`config.mk`:
```
export PLATFORM = sky130hd
export DESIGN_NAME = mem_access_unit
export DESIGN_NICKNAME = d
export VERILOG_FILES = /design/src/rtl/mem_access_unit.sv
export SDC_FILE = /design/constraint.sdc
export NUM_CORES = 1
export LEC_CHECK = 0
export CELL_PAD_IN_SITES_DETAIL_PLACEMENT = 2
export CELL_PAD_IN_SITES_GLOBAL_PLACEMENT = 2
export CORE_UTILIZATION = 26
export CTS_CLUSTER_SIZE = 25
export DETAILED_ROUTE_END_ITERATION = 8
export PLACE_DENSITY_LB_ADDON = 0.1
export REMOVE_ABC_BUFFERS = 1
export SLEW_MARGIN = 0
export SYNTH_ARGS = -nofsm -noshare
export SYNTH_HDL_FRONTEND = slang
export SYNTH_SLANG_ARGS = --single-unit
```
`constraint.sdc`:
```
create_clock -name clk -period 1.9 [get_ports clk]
set_clock_uncertainty 0.1 [all_clocks]
set_input_delay 0.38 -clock clk [delete_from_list [all_inputs] [get_ports clk]]
set_output_delay 0.38 -clock clk [all_outputs]
set_load 0.005 [all_outputs]
```
`src/rtl/mem_access_unit.sv`:
```
// Load/store initiator: turns CPU byte/half/word accesses into word-only
// memory transactions, merging sub-word stores by read-modify-write.

module mau_lane (
    input  logic       en_i,      // this lane is overwritten by the store
    input  logic [7:0] old_i,     // byte read back from memory
    input  logic [7:0] new_i,     // candidate byte from store data
    output logic [7:0] byte_o
);
    assign byte_o = en_i ? new_i : old_i;
endmodule

module mem_access_unit #(
    parameter int DM_AW = 10
) (
    input  logic             clk,
    input  logic             rst_n,
    input  logic             req,
    input  logic             wr,
    input  logic [1:0]       size,
    input  logic             uext,
    input  logic [31:0]      addr,
    input  logic [31:0]      wdata,
    output logic             busy,
    output logic             done,
    output logic             err,
    output logic [31:0]      rdata,
    output logic [DM_AW-1:0] dm_addr,
    output logic [31:0]      dm_wdata,
    output logic             dm_we,
    input  logic [31:0]      dm_rdata
);
    localparam int NUM_LANES = 4;
    localparam logic [1:0] SZ_BYTE = 2'b00;
    localparam logic [1:0] SZ_HALF = 2'b01;
    localparam logic [1:0] SZ_WORD = 2'b10;

    typedef enum logic [2:0] {
        S_IDLE,
        S_RD,
        S_WR,
        S_ERR,
        S_DONE
    } state_t;

    state_t           state_q, state_d;
    logic             wr_q, wr_d;
    logic [1:0]       size_q, size_d;
    logic             uext_q, uext_d;
    logic [DM_AW+1:0] addr_q, addr_d;
    logic [31:0]      wdata_q, wdata_d;
    logic [31:0]      rdata_q, rdata_d;
    logic [31:0]      mbuf_q, mbuf_d;

    // Address bits above the data-memory window are dropped (4 KiB wrap).
    logic unused_addr_hi;
    assign unused_addr_hi = ^addr[31:DM_AW+2];

    logic bad_req;
    assign bad_req = (size == 2'b11)
                   | ((size == SZ_HALF) & addr[0])
                   | ((size == SZ_WORD) & (|addr[1:0]));

    // Load lane extraction and extension
    logic [7:0]  ld_byte;
    logic [15:0] ld_half;
    logic [31:0] ld_ext;

    always_comb begin
        ld_byte = dm_rdata[{addr_q[1:0], 3'b000} +: 8];
        ld_half = addr_q[1] ? dm_rdata[31:16] : dm_rdata[15:0];
        case (size_q)
            SZ_BYTE: ld_ext = {{24{~uext_q & ld_byte[7]}}, ld_byte};
            SZ_HALF: ld_ext = {{16{~uext_q & ld_half[15]}}, ld_half};
            default: ld_ext = dm_rdata;
        endcase
    end

    // Store merge: each lane keeps its old byte unless the access covers it
    logic [NUM_LANES-1:0][7:0] old_lane, new_lane, mrg_lane;
    logic [NUM_LANES-1:0]      lane_en;

    assign old_lane = mbuf_q;

    for (genvar i = 0; i < NUM_LANES; i++) begin : g_lane
        localparam logic [1:0] LANE = i[1:0];
        assign lane_en[i]  = ((size_q == SZ_BYTE) & (addr_q[1:0] == LANE))
                           | ((size_q == SZ_HALF) & (addr_q[1] == LANE[1]));
        // a half places its low byte in even lanes, high byte in odd lanes
        assign new_lane[i] = (size_q == SZ_HALF) ? wdata_q[8*(i%2) +: 8]
                                                 : wdata_q[7:0];
        mau_lane u_lane (
            .en_i   (lane_en[i]),
            .old_i  (old_lane[i]),
            .new_i  (new_lane[i]),
            .byte_o (mrg_lane[i])
        );
    end

    always_comb begin
        state_d = state_q;
        wr_d    = wr_q;
        size_d  = size_q;
        uext_d  = uext_q;
        addr_d  = addr_q;
        wdata_d = wdata_q;
        rdata_d = rdata_q;
        mbuf_d  = mbuf_q;
        case (state_q)
            S_IDLE: begin
                if (req) begin
                    wr_d    = wr;
                    size_d  = size;
                    uext_d  = uext;
                    addr_d  = addr[DM_AW+1:0];
                    wdata_d = wdata;
                    if (bad_req)
                        state_d = S_ERR;
                    else if (wr && size == SZ_WORD)
                        state_d = S_WR;
                    else
                        state_d = S_RD;
                end
            end
            S_RD: begin
                if (wr_q) begin
                    mbuf_d  = dm_rdata;
                    state_d = S_WR;
                end else begin
                    rdata_d = ld_ext;
                    state_d = S_DONE;
                end
            end
            S_WR:    state_d = S_DONE;
            S_ERR:   state_d = S_IDLE;
            S_DONE:  state_d = S_IDLE;
            default: state_d = S_IDLE;
        endcase
    end

    always_ff @(posedge clk or negedge rst_n) begin
        if (!rst_n) begin
            state_q <= S_IDLE;
            wr_q    <= 1'b0;
            size_q  <= 2'b00;
            uext_q  <= 1'b0;
            addr_q  <= '0;
            wdata_q <= '0;
            rdata_q <= '0;
            mbuf_q  <= '0;
        end else begin
            state_q <= state_d;
            wr_q    <= wr_d;
            size_q  <= size_d;
            uext_q  <= uext_d;
            addr_q  <= addr_d;
            wdata_q <= wdata_d;
            rdata_q <= rdata_d;
            mbuf_q  <= mbuf_d;
        end
    end

    assign busy     = (state_q != S_IDLE);
    assign done     = (state_q == S_DONE) | (state_q == S_ERR);
    assign err      = (state_q == S_ERR);
    assign dm_we    = (state_q == S_WR);
    assign rdata    = rdata_q;
    assign dm_addr  = addr_q[DM_AW+1:2];
    assign dm_wdata = (size_q == SZ_WORD) ? wdata_q : mrg_lane;

endmodule

```
==> metrics.csv <==
metric,value,unit
status,"finished, violations left",
failing checks,setup timing,
clock sinks,115,
most frequent cells in the layout,"clkdlybuf4s50_1 (123), dfrtp_1 (111), mux2_4 (82)",
area growth from synthesis to layout,79.9,%
first-pass GRT wire length,39.9,mm
Num CTS Buffers,17,
clock period minus worst slack,2530,ps
via count,5604,
clk slew on worst S/H paths,60,ps
Die Span Y,153,um
yosys warns,0,
Final Max Tran Viols,0,
Die ar.,23400,um^2
Least-Margin Pin Slew,519,ps
I/O pin total,181,
Synth area leader,dfrtp_1,
largest net degree at the start of global routing,38,
"EDFF count, synth",0,
Maximum Capacitance Violations,0,
DP HPWL,16.9,mm
CP arrival,2050,ps
H-Tree Depth,4,
# nets final,925,
placed cells,1019,
total power draw,21100,uW
Leak Pwr,0.00475,uW
GPL Wtd Cong,0.816,
# port buffers,160,
Total Routed Length,28.3,mm
worst-path cell chain,buf_4 > buf_4 > or4_4 > a21oi_2 > a221oi_2 > buf_2,
Synth Register Bits,115,
Hold WC Path Type,primary input to async pin,
Detailed Routing Iterations Pass 1,4,
Die Wd,153,um
final setup violation count,148,
Yosys top cell area share,48.6,%
diode count,0,
Crit Path Max Fanout,5,
post-layout worst setup margin,-630,ps
crit path launch type,register,
Crit. End Element,output pin,
Overall Global Routing Usage,22.7,%
drt via density,5.03,
DRC violations left,0,
antenna violations before repair,0,
Avg WL per Cell,25.4,um
CTS tree,yes,
number of unique standard cell types used by synthesis,46,
"Slowest-stage cell, CP",or4_4,
ratio of cells with drive above 1 in the final layout,50.7,%
Fin Setup TNS,-34650,ps
Finished Layout Cells,1115,
Critical Path Max Stage Delay,540,ps
DR iter-0 viols,192,
Area contributors post-synth,"dfrtp_1 (49%), mux2_2 (17%), mux2i_1 (3.4%)",
RSZ-0062 raised after global routing,true,
Initial Util,26.8,%
synthesized cell area,5920,um^2
sequential area share after synthesis,48.6,%
fin crit share,133,%
"Top cell by count, worst path",buf_4,
CTS max path bufs,2,
Post-Syn Instances,547,
relative slew slack,65.1,%
pwr/cell area,1980,nW/um^2
mean post-synth cell area,10.8,um^2
Peak VDD IR,0.954,mV
vias in the first global route,6421,
final number of hold-violating endpoints,0,
WP data required,1420,ps
Post-synth ARST share,100,%
"most common cell after layout, fill and taps aside",clkdlybuf4s50_1,
final hold slack,347,ps
core area,22100,um^2
Root Driver,clkbuf_16,
Highest Clock Rate,395,MHz
DRT antenna net count,0,
"Top FF cell, synth",dfrtp_1,
"Clk Latency, worst-skew pair",430,ps
# rows,54,
WS Path Type,register to output pin,
remaining global-route overflow,0,
==> power breakdown <==
part / internal [uW] / leakage [uW] / switching (uW)
Sequential: 3720 / 0.00136 / 1100
Clock: 1930 / 0.000276 / 1310
Combinational: 7370 / 0.00311 / 5690
Total: 13000 / 0.00475 / 8110
==> stage by stage <==
stage / utilization (%) / worst slack [ps] / cell area (um^2)
floorplan: - / -1060 / 5660
global placement: 37.7 / -604 / 8330
detailed placement: 37.7 / -608 / 8330
CTS: 45.0 / -613 / 9950
global route: 48.2 / -648 / 10700
finish: 48.2 / -630 / 10700
==> cell type report <==
| class | count | area (um^2) |
|---|---|---|
| Fill cell | 2149 | 11400 |
| Clock inverter | 15 | 158 |
| Sequential cell | 115 | 2880 |
| Timing Repair Buffer | 304 | 3130 |
| Multi-Input combinational cell | 374 | 3670 |
| Tap cell | 280 | 350 |
| Inverter | 10 | 37.5 |
| Clock buffer | 17 | 425 |
==> per-layer routing <==
metal	wire length [um]	vias to the layer above	GRT usage [%]
met5	0	-	0
met4	648	0	7.55
met3	1090	37	3.57
met2	14600	151	39.9
met1	12000	2896	28.4
li1	-	2520	-
==> cells by family after synthesis <==
family                 synth area share (%)
AOI/OAI and AO/OA                      13.6
and+or+nand+nor                        11.6
DFF                                    48.6
buffers and inverters                  5.09
muxes                                  21.1
==> synth_stat cells (all sizes together), types with 3 or more instances <==
| library cell | n |
|---|---|
| mux2i | 20 |
| mux2 | 93 |
| nor2 | 28 |
| o22ai | 9 |
| a211o | 7 |
| nand2 | 43 |
| nor2b | 12 |
| o21ai | 28 |
| o21a | 7 |
| a21o | 9 |
| o2bb2ai | 3 |
| clkbuf | 18 |
| nand2b | 5 |
| nor3 | 8 |
| a221oi | 8 |
| a22oi | 11 |
| nand3 | 32 |
| inv | 10 |
| dfrtp | 115 |
| buf | 30 |
| a32oi | 3 |
| a21oi | 26 |
==> sequential cells by signal (all words and copies together), names as in the netlist <==
signal,flops
wr_q,1
uext_q,1
wdata_q,32
size_q,2
mbuf_q,32
rdata,32
addr_q,12
state_q,3
==> timing repair <==
action	4_1_cts	5_1_grt
buffers inserted	45	16
setup endpoints to repair	65	148
hold buffers	1	0
cloned	3	8
hold endpoints to repair	28	0
gates resized for setup	343	118
pin swaps	48	22
==> worst paths after layout <==
path	start	end	slack, ps	cells after the start
max	size_q[0]$_DFFE_PN0P_	dm_wdata[15]	-630	6
min	rst_n	addr_q[10]$_DFFE_PN0P_	350	2
max reg2reg	state_q[0]$_DFFE_PN0P_	wdata_q[31]$_DFFE_PN0P_	-260	7
min reg2reg	rdata[26]$_DFFE_PN0P_	rdata[26]$_DFFE_PN0P_	400	2
max in group asynchronous	rst_n	rdata[16]$_DFFE_PN0P_	740	3
min in group clk	rdata[26]$_DFFE_PN0P_	rdata[26]$_DFFE_PN0P_	400	2
==> critical path, delay by kind of cell, from the launching register on <==
family | cells | cell delay (ps)
AOI/OAI and AO/OA | 2 | 200
buffers and inverters | 3 | 440
and+or+nand+nor | 1 | 540
DFF | 1 | 440
Power figures use the tool's default switching activity.
